File: src/rtl/scan_demux_pkg.sv
// Shared types and sizes for the four-channel scan demultiplexer.
// Slot and settle-counter widths match a 4:1 external mux.
package scan_demux_pkg;

    localparam int NUM_CH = 4;
    localparam int SEL_W  = 2;
    localparam int CNT_W  = 4;

    typedef enum logic [1:0] {
        ST_IDLE    = 2'd0,
        ST_SETTLE  = 2'd1,
        ST_CAPTURE = 2'd2
    } state_e;

endpackage

File: src/rtl/scan_demux_settle_timer.sv
// Settle-window counter: cleared by load, advanced by inc, flags when it reaches term.
// The flag is combinational from the count so the FSM sees it in the same cycle.
module settle_timer #(
    parameter int CNT_W = 4
) (
    input  logic             clk,
    input  logic             rst_n,
    input  logic             load,
    input  logic             inc,
    input  logic [CNT_W-1:0] term,
    output logic             tc
);

    logic [CNT_W-1:0] cnt_q;
    logic [CNT_W-1:0] cnt_d;

    always_comb begin
        cnt_d = cnt_q;
        if (load) begin
            cnt_d = '0;
        end else if (inc) begin
            cnt_d = cnt_q + 1'b1;
        end
    end

    always_ff @(posedge clk) begin
        if (!rst_n) begin
            cnt_q <= '0;
        end else begin
            cnt_q <= cnt_d;
        end
    end

    assign tc = (cnt_q == term);

endmodule

File: src/rtl/four_one_scan_demux.sv
// Scans an external 4:1 mux through slots 0..3, samples its output after a settle
// window, and publishes each complete four-channel frame atomically on y.
module four_one_scan_demux
    import scan_demux_pkg::*;
#(
    parameter int SETTLE_CYCLES = 2
) (
    input  logic              clk,
    input  logic              rst_n,
    input  logic              en,
    input  logic              din,
    output logic [SEL_W-1:0]  sel,
    output logic [NUM_CH-1:0] y,
    output logic              frame_done,
    output logic              busy
);

    localparam logic [CNT_W-1:0] TERM = CNT_W'(SETTLE_CYCLES - 1);
    localparam logic [SEL_W-1:0] LAST = SEL_W'(NUM_CH - 1);

    always_comb begin
        assert (SETTLE_CYCLES >= 1 && SETTLE_CYCLES <= 15)
            else $error("SETTLE_CYCLES=%0d outside 1..15", SETTLE_CYCLES);
    end

    state_e              state_q, state_d;
    logic [SEL_W-1:0]    sel_q, sel_d;
    logic [NUM_CH-2:0]   shadow_q, shadow_d;
    logic [NUM_CH-1:0]   y_q, y_d;
    logic                frame_done_q, frame_done_d;
    logic                busy_q, busy_d;
    logic                tmr_load, tmr_inc, tmr_tc;

    settle_timer #(.CNT_W(CNT_W)) u_timer (
        .clk   (clk),
        .rst_n (rst_n),
        .load  (tmr_load),
        .inc   (tmr_inc),
        .term  (TERM),
        .tc    (tmr_tc)
    );

    always_comb begin
        // NOTE: every output of this block gets a default first, so no path leaves one unassigned and no latch is inferred.
        state_d      = state_q;
        sel_d        = sel_q;
        shadow_d     = shadow_q;
        y_d          = y_q;
        frame_done_d = 1'b0;
        tmr_load     = 1'b0;
        tmr_inc      = 1'b0;

        unique case (state_q)
            ST_IDLE: begin
                sel_d = '0;
                if (en) begin
                    state_d  = ST_SETTLE;
                    tmr_load = 1'b1;
                end
            end
            ST_SETTLE: begin
                if (!en) begin
                    state_d  = ST_IDLE;
                    sel_d    = '0;
                    shadow_d = '0;
                    tmr_load = 1'b1;
                end else if (tmr_tc) begin
                    state_d = ST_CAPTURE;
                end else begin
                    tmr_inc = 1'b1;
                end
            end
            ST_CAPTURE: begin
                // The last slot completes even if en has just fallen.
                if (sel_q == LAST) begin
                    y_d          = {din, shadow_q};
                    frame_done_d = 1'b1;
                    sel_d        = '0;
                    tmr_load     = 1'b1;
                    state_d      = en ? ST_SETTLE : ST_IDLE;
                end else if (!en) begin
                    state_d  = ST_IDLE;
                    sel_d    = '0;
                    shadow_d = '0;
                    tmr_load = 1'b1;
                end else begin
                    for (int k = 0; k < NUM_CH - 1; k++) begin
                        if (sel_q == SEL_W'(k)) shadow_d[k] = din;
                    end
                    sel_d    = sel_q + 1'b1;
                    tmr_load = 1'b1;
                    state_d  = ST_SETTLE;
                end
            end
            default: begin
                state_d  = ST_IDLE;
                sel_d    = '0;
                tmr_load = 1'b1;
            end
        endcase

        busy_d = (state_d != ST_IDLE);
    end

    always_ff @(posedge clk) begin
        // NOTE: non-blocking assignments here so every flop samples the pre-edge values computed above.
        if (!rst_n) begin
            state_q      <= ST_IDLE;
            sel_q        <= '0;
            // NOTE: shadow is three flops rather than a RAM, so it is cleared with the rest of the state.
            shadow_q     <= '0;
            y_q          <= '0;
            frame_done_q <= 1'b0;
            busy_q       <= 1'b0;
        end else begin
            state_q      <= state_d;
            sel_q        <= sel_d;
            shadow_q     <= shadow_d;
            y_q          <= y_d;
            frame_done_q <= frame_done_d;
            busy_q       <= busy_d;
        end
    end

    assign sel        = sel_q;
    assign y          = y_q;
    assign frame_done = frame_done_q;
    assign busy       = busy_q;

endmodule

File: config.mk
export PLATFORM = sky130hd
export DESIGN_NAME = four_one_scan_demux
export DESIGN_NICKNAME = d
export VERILOG_FILES = /design/src/rtl/scan_demux_pkg.sv /design/src/rtl/scan_demux_settle_timer.sv /design/src/rtl/four_one_scan_demux.sv
export SDC_FILE = /design/constraint.sdc
export NUM_CORES = 1
export LEC_CHECK = 0
export BUFFER_PORTS_ARGS = -buffer_cell sky130_fd_sc_hd__buf_2
export CAP_MARGIN = 20
export CORE_UTILIZATION = 34
export CTS_CLUSTER_DIAMETER = 100
export CTS_CLUSTER_SIZE = 10
export DETAILED_ROUTE_END_ITERATION = 10
export MAX_ROUTING_LAYER = met4
export SYNTH_ARGS = -nofsm -noshare
export SYNTH_HDL_FRONTEND = slang
export SYNTH_SLANG_ARGS = --single-unit
File: constraint.sdc
create_clock -name clk -period 2.6 [get_ports clk]
set_input_delay 0.52 -clock clk [delete_from_list [all_inputs] [get_ports clk]]
set_output_delay 0.52 -clock clk [all_outputs]
set_load 0.05 [all_outputs]
======== After elaboration in Yosys (flattened, before gate mapping) ========
Index checks and enable logic that the tools add are counted.
storage, ports and cells
  flip-flop bits (word level) ............. 17
  input port bits ......................... 4
  output and inout bits ................... 8
  logic and storage cells ................. 56
operators by class
  $add $sub $neg .......................... 2
  equal/unequal tests ..................... 11
  multiplexer cells ....................... 23
  bitwise logic cells ..................... 1
  reduce and logical (&&, ||, !) cells .... 10
operator list
  kind                                            count
  2-to-1 mux 2 bit                                6
  AND reduction 4 bit                             3
  2-to-1 mux 1 bit                                10
  2-to-1 mux 3 bit                                3
  inequality test 3 bit (second input constant)   3
  == test 2 bit (second input constant)           3
  one-hot mux 2 bit (3 select lines)              1
  one-hot mux 3 bit (2 select lines)              1
  adder 4 x 1 -> 4 bit (second input constant)    1
  == test 2 x 1 -> 1 bit (second input constant)  2
  == test 4 x 1 -> 1 bit (second input constant)  1
  logical NOT 2 bit                               2
  inequality test 2 bit (second input constant)   2
  one-hot mux 2 bit (2 select lines)              1
  AND reduction 2 bit                             2
  nonzero test 2 bit                              2
  adder 2 x 1 -> 2 bit (second input constant)    1
  one-hot mux 1 bit (2 select lines)              1
  OR reduction 2 bit                              1
  inverter 1 bit                                  1

======== Longest topological paths before layout ========
Gate-level depths: netlist of the first run.
  word-level depth ........................ 5
  mapped depth ............................ 5
  gate-level depth less buffers ........... 5

======== By module ========
From an unflattened synthesis of the first run, not the netlist that was laid out.
unflattened totals
  cell total of the unflattened synthesis .. 92
  area, all modules ....................... 849.6 um^2
by module, submodules not included
  module               times used  cells an instance  area each (um^2)
  four_one_scan_demux  1           70                 628.1
  settle_timer         1           22                 221.5

======== Worst setup path after synthesis of the first run ========
OpenSTA, ideal clock, no wires.
  kind .................................... register to register
  from .................................... register sel_q[0], in the netlist sel[0]
  to ...................................... register shadow_q[0]
  library setup time ...................... 0.075 ns
  arrival time ............................ 1.607 ns
  data required time ...................... 2.525 ns
  path slack .............................. 0.919 ns
  stages on the path, launching flop included .. 5
  period minus slack after synthesis ...... 1.681 ns
  cell sequence ........................... dfxtp_1 > ha_1 > or3b_4 > a211o_1 > o22ai_1
between the ends
  longest elaborated chain between the ends .. 3
  elaborated cells between the ends (all ways) .. 5
  classes of those cells .................. eq/ne: 3; reduce/logical: 2
ends and longest elaborated chain
  element                                                                   RTL line                                              text
  start, declared                                                           four_one_scan_demux.sv:27                             logic [SEL_W-1:0] sel_q, sel_d;
  start signal, assigned                                                    four_one_scan_demux.sv:117                            sel_q <= sel_d;
  == test 2 bit or logical NOT 2 bit (tied branches)                        four_one_scan_demux.sv:75, four_one_scan_demux.sv:88
  inequality test 2 bit (no line) or inequality test 3 bit (tied branches)  --
  AND reduction 4 bit (no line) (*)                                         --
  end signal, assigned                                                      four_one_scan_demux.sv:118                            shadow_q <= shadow_d;
  end, declared                                                             four_one_scan_demux.sv:28                             logic [NUM_CH-2:0] shadow_q, shadow_d;
Mark *: on every way between the ends. The rest lies on a longest branch, timed or not.
A chain may end at the register's enable or synchronous reset.

======== Worst setup path in the final report of the first run ========
Same ends and word-level chain as after synthesis.

==> results by group, run 1 <==
Setup path
  • Cells on worst reg2reg path: 4
  • RR Endpoint: shadow_q[0]
  • Critical Path RT: 2.83 ns
  • WS Path Type: flop to flop
  • Element type at the critical path end: flop
  • Critical path origin: sel[0]
  • Worst setup path endpoint: shadow_q[0]
  • Startpoint Class: flop
  • Max FO, Critical Path: 5
  • Reg2Reg Setup Slack: 1.03 ns
  • Arr. time, crit path: 1.79 ns
  • Reg2reg start: sel[0]

STA
  • Setup skew after layout: 0.01497 ns
  • Max_slew headroom: 59.14%
  • Achievable Freq: 0.6381 GHz
  • Final min period: 1.567 ns
  • RSZ-0062 raised after global routing: no
  • Max Slew Vio Count: 0
  • Setup tns final: 0 ns
  • Setup WS post-layout: 1.033 ns
  • Hold_ws: 0.4787 ns
  • Period utilisation layout: 60.28%
  • Slew of the pin with the lowest slew margin: 0.6116 ns
  • Final setup vio count: 0
  • Final Hold Fails: 0

Die
  • Die width: 50.53 um
  • Core area: 2212 sq um
  • Row Count: 17
  • DIE HEIGHT: 50.53 um
  • I/O pin count: 12
  • Die ar.: 2553 sq um
  • Initial core utilization: 36.20%

Final layout
  • Final Instance Count excl. Fillers: 127
  • Number of diodes: 0
  • Fillers: 230
  • Final nets: 110
  • Final core area utilization: 40.44%
  • Share of layout cells above drive strength 1: 18.18%
  • Area growth, synth to finish: 11.72%

Route
  • Via-to-Cell Ratio: 4.843
  • Drt total wl: 1.382 mm
  • DR iter-0 viols: 7
  • DRT Pass-1 Iters: 4
  • Vias: 615
  • Drt wl/cell: 10.88 um
  • DRC viols: 0
  • Number of routed nets with antenna violations: 0

Global route
  • Aggregate global routing overflow: 0
  • Largest net degree at the start of global routing: 11
  • Initial antenna violation count: 0
  • Global-route wire length before repair: 2.297 mm
  • GRT Util Overall: 12.24%
  • Number of global-route vias before repair: 546

Synth
  • Post-Syn Nets: 97
  • Register area share after synthesis: 42.50%
  • Post-synth cell types: 24
  • Yosys reg bits: 17
  • Yosys Warn Count: 0
  • Cells after Synth: 87
  • Synthesized area per cell: 9.204 sq um
  • Syn Std Cell Area: 800.8 sq um

Power and ir drop
  • Peak VDD IR: 198.2 uV
  • Power Density: 479.6 nW/um^2
  • P_leak: 0.0003918 uW

Place
  • Dpl ws: 0.9671 ns
  • Placed Cells: 123
  • GP Congestion: 0.8085
  • PortBufs: 11
  • Hpwl dp: 993.4 um

Clock network
  • CTS Buffer Depth: 2
  • Post-CTS Setup Bufs: 0
  • Clk pin slew, worst setup/hold paths: 0.11 ns
  • CTS resizes: 0
  • H-Tree Depth: 1
  • CTS Hold Bufs: 0
  • CTS tree: done
  • Root Buffer: clkbuf_4
  • # clock sinks: 17
  • CTS buffer count: 3
  • Later-pin clock latency in the skew report: 0.29 ns

Hold path
  • Hold Path Depth: 3
  • Worst hold path class: input port to flop

Run
  • Max-Cap Viols: 0

Run status
  • Status: finished clean
-- cells by family (layout without fill, tap and decap cells) --
| logic type | count (synthesis) | count (layout) | share of synthesized area, % |
|---|---|---|---|
| AND/OR/NAND/NOR | 30 | 30 | 20.47 |
| AO/OA/AOI/OAI | 18 | 18 | 13.91 |
| flip-flops | 17 | 17 | 42.50 |
| buffers and inverters | 10 | 22 | 6.250 |
| adder cells (fa/ha/maj) | 6 | 6 | 9.375 |
| multiplexers | 5 | 5 | 6.406 |
| XOR/XNOR | 1 | 1 | 1.094 |
-- cells in the final DEF (no fill, tap or decap) --
cell type and n:
buf_2 11, nand2_1 8, nor2b_1 1, or3b_4 2, nor2_1 8, a21oi_1 5
or3_1 4, mux2i_1 4, nand3b_1 4, o21ai_0 5, a211o_1 1, clkinv_2 1
mux2_2 1, ha_1 6, o21a_1 1, or4_1 1, xor2_1 1, inv_1 7
nand3_1 1, o22ai_1 3, nor3b_1 1, clkbuf_4 3, dfxtp_1 17, a2bb2oi_1 3
-- sequential cells by signal (all words and copies together) (netlist names) --
register / cells
busy: 1
frame_done: 1
sel: 2
shadow_q: 3
state_q: 2
u_timer.cnt_q: 4
y: 4
-- routing by layer --
metal	vias to the layer above	global-route usage [%]	wire length [um]
met5	-	-	0
met4	0	5.556	23
met3	4	3.030	48
met2	10	17.78	556
met1	276	15.93	754
li1	325	-	-
-- power breakdown --
| group | leakage, uW | total, uW | internal, uW | switching (uW) |
|---|---|---|---|---|
| logic | 0.000237 | 23.5 | 8.17 | 15.4 |
| clock network | 0.0000177 | 140 | 57.1 | 83.2 |
| registers | 0.000137 | 265 | 262 | 2.82 |
| total | 0.000392 | 429 | 328 | 101 |
-- worst min-delay path by stage --
stage | slack (ns) | startpoint | end
6_report | 0.48 | din | y[3]
5_1_grt | 0.50 | shadow_q[2] | shadow_q[2]
4_1_cts | 0.48 | din | y[3]
3_5_place_dp | 0.47 | shadow_q[0] | shadow_q[0]
3_3_place_gp | 0.46 | shadow_q[0] | shadow_q[0]
2_1_floorplan | 0.45 | shadow_q[1] | shadow_q[1]
-- through the flow --
stage | power (uW) | cell area [sq um]
after detailed placement | 294.3 | 867.1
final | 429.1 | 894.6
after CTS | 429.0 | 894.6
after global routing | 446.2 | 894.6
after global placement | 294.2 | 867.1
after floorplan | 288.4 | 800.8
-- layout make-up --
class | count | area, sq um | share of cell area, %
clock buffers | 3 | 22.52 | 2.517
multi-input cells | 60 | 410.4 | 45.87
repair buffers | 11 | 55.05 | 6.154
flip-flops and latches | 17 | 340.3 | 38.04
inverters | 7 | 26.28 | 2.937
clock inverters | 1 | 5.005 | 0.5594
well taps | 28 | 35.03 | 3.916
-- critical path: stages, from the launching register on --
cell and delay, ns:
dfxtp_1 0.38, ha_1 0.24, or3b_4 0.41, a211o_1 0.30, o22ai_1 0.17
-- synth_stat cells --
cell type,number,area [sq um]
nand3_1,1,5.000
nand3b_1,4,30.03
buf_2,1,5.000
mux2i_1,4,40.04
a211o_1,1,8.760
o22ai_1,3,18.77
buf_6,1,11.26
nor2_1,8,30.03
or4_1,1,7.510
or3_1,4,25.02
o21a_1,1,7.510
buf_4,1,7.510
or3b_4,2,22.52
nor3b_1,1,7.510
a21oi_1,5,25.02
dfxtp_1,17,340.3
a2bb2oi_1,3,26.28
inv_1,7,26.28
o21ai_0,5,25.02
xor2_1,1,8.760
ha_1,6,75.07
nor2b_1,1,6.260
mux2_2,1,11.26
nand2_1,8,30.03
Note: power is estimated with default switching activity, not from simulation.
==> run 2: changes to the inputs <==
- clock period: 2.6 -> 1.29 ns (I/O delays scaled with it)
==> results by group, run 2 (synthesis results as in run 1) <==
Setup path
  • Startpoint Class: flop
  • WS Path Type: flop to flop
  • Reg2Reg Setup Slack: -0.11 ns
  • RR Endpoint: shadow_q[0]
  • Worst path bufs/invs: 0
  • Arr. time, crit path: 1.62 ns
  • Cells on worst reg2reg path: 4
  • Max incr delay on CP: 0.37 ns
  • Critical Path RT: 1.51 ns
  • Worst-path cell chain: ha_4, or3b_4, a211o_1, o22ai_1
  • Max FO, Critical Path: 3
  • Reg2reg start: sel[1]
  • CP top delay family: compound AO/OA/AOI/OAI gates
  • Element type at the critical path end: flop
  • Slowest-stage cell, CP: or3b_4

Power and ir drop
  • Tot Pwr: 883.6 uW
  • Sw Ratio: 23.55%
  • Power Density: 786.4 nW/um^2
  • P_leak: 0.0004971 uW
  • Pint: 675.5 uW
  • Gate power share: 8.7%
  • Power share of the sequential group: 59.7%
  • Peak VDD IR: 516.4 uV
  • Clock Power Share: 31.5%
  • Net Switching: 208.1 uW

Place
  • Hpwl dp: 1.250 mm
  • GP Congestion: 0.8433
  • PortBufs: 11
  • Dpl ws: -0.1629 ns
  • Placed Cells: 138

Global route
  • Aggregate global routing overflow: 0
  • Global-route wire length before repair: 2.946 mm
  • Initial antenna violation count: 0
  • Number of global-route vias before repair: 674
  • GRT Util Overall: 15.98%
  • Largest net degree at the start of global routing: 11

Die
  • I/O pin count: 12
  • DIE HEIGHT: 50.53 um
  • Die width: 50.53 um
  • Row Count: 17
  • Initial core utilization: 36.20%
  • Die ar.: 2553 sq um
  • Core area: 2212 sq um

Run status
  • Failing checks: negative setup slack
  • Status: finished with violations

STA
  • Max Slew Vio Count: 0
  • RSZ-0062 raised after global routing: yes
  • Setup WS post-layout: -0.1078 ns
  • Final min period: 1.398 ns
  • Final Hold Fails: 0
  • Period utilisation layout: 108.4%
  • Slew of the pin with the lowest slew margin: 0.3220 ns
  • Achievable Freq: 0.7154 GHz
  • Hold_ws: 0.2366 ns
  • Final setup vio count: 8
  • Setup skew after layout: 0.004596 ns
  • Max_slew headroom: 78.47%

Run
  • Max-Cap Viols: 0

Final layout
  • Share of layout cells above drive strength 1: 44.92%
  • Final nets: 129
  • Final Instance Count excl. Fillers: 146
  • Area growth, synth to finish: 40.31%
  • Commonest cells after routing, fill and taps aside: buf_4 (20), dfxtp_1 (11), buf_2 (9)
  • Most common cell after layout, fill and taps aside: buf_4
  • Number of diodes: 0

Clock network
  • CTS buffer count: 3
  • Clk pin slew, worst setup/hold paths: 0.10 ns
  • H-Tree Depth: 1
  • CTS Buffer Depth: 2
  • # clock sinks: 17
  • CTS Hold Bufs: 0
  • Later-pin clock latency in the skew report: 0.28 ns
  • Root Buffer: clkbuf_4
  • CTS tree: done

Route
  • DRT Pass-1 Iters: 4
  • Vias: 715
  • DR iter-0 viols: 12
  • Drt total wl: 1.725 mm
  • Via-to-Cell Ratio: 4.897
  • Number of routed nets with antenna violations: 0
  • DRC viols: 0
  • Drt wl/cell: 11.82 um

Hold path
  • Hold Path Origin: din
  • Worst hold path class: input port to flop
  • Hold Path Depth: 3
  • Hold endpoint: y[3]
==> run 2: cell count changes in the layout (fill, tap and decap cells not counted), moves of 2 or more <==
cell       previous run  this run
a21oi_2               0         2
buf_4                 0        20
dfxtp_1              17        11
dfxtp_2               0         3
a2bb2oi_1             3         1
dfxtp_4               0         3
a21oi_1               5         3
a2bb2oi_2             0         2
buf_2                11         9
==> run 2: power groups by stage <==
stage | Combinational [uW] | Sequential [uW] | Clock (uW)
floorplan | 32.7 | 544 | 0
global placement | 67.3 | 541 | 0
detailed placement | 68.2 | 541 | 0
CTS | 72.1 | 528 | 290
global route | 84.4 | 529 | 317
finish | 77.2 | 528 | 279
==> run 2: worst max path at each step <==
| stage | startpoint | end | slack (ns) | cells after the start |
|---|---|---|---|---|
| finish | sel[1] | shadow_q[0] | -0.11 | 4 |
| CTS | sel[1] | shadow_q[0] | -0.11 | 4 |
| global route | state_q[1] | u_timer.cnt_q[1] | -0.16 | 4 |
| floorplan | sel[1] | shadow_q[0] | -0.20 | 4 |
| global placement | sel[1] | shadow_q[0] | -0.12 | 4 |
| detailed placement | state_q[0] | u_timer.cnt_q[2] | -0.16 | 3 |
==> run 2: layout make-up <==
| class | instances | area, sq um |
|---|---|---|
| Fill cell | 216 | 1089 |
| Multi-Input combinational cell | 60 | 473.0 |
| Sequential cell | 17 | 355.3 |
| Timing Repair Buffer | 30 | 206.4 |
| Tap cell | 28 | 35.03 |
| Inverter | 7 | 26.28 |
| Clock buffer | 3 | 22.52 |
| Clock inverter | 1 | 5.005 |
==> run 2: metrics by stage <==
step	util, %	TNS (ns)	cell area (sq um)
after floorplan	-	-0.5262	820.8
after global placement	45.19	-0.3851	999.7
after detailed placement	45.19	-0.6375	999.7
after CTS	48.30	-0.5814	1069
after global routing	50.79	-1.014	1124
final	50.79	-0.4594	1124
==> run 2: layer usage <==
| layer | GRT usage [%] | part of all wire [%] |
|---|---|---|
| met5 | - | 0 |
| met4 | 5.556 | 0.81 |
| met3 | 4.545 | 2.7 |
| met2 | 24.89 | 49 |
| met1 | 19.74 | 47 |
==> run 2: repair_timing <==
action	CTS	global route
buffers inserted	2	4
gates resized for setup	12	8
endpoints found under the hold margin	0	0
endpoints found under the setup margin	11	9
pin swaps	4	6
==> run 2: tightest hold or removal path, cell delays in order <==
cell	delay, ns
buf_2	0.09
mux2i_1	0.06
nor2_1	0.08
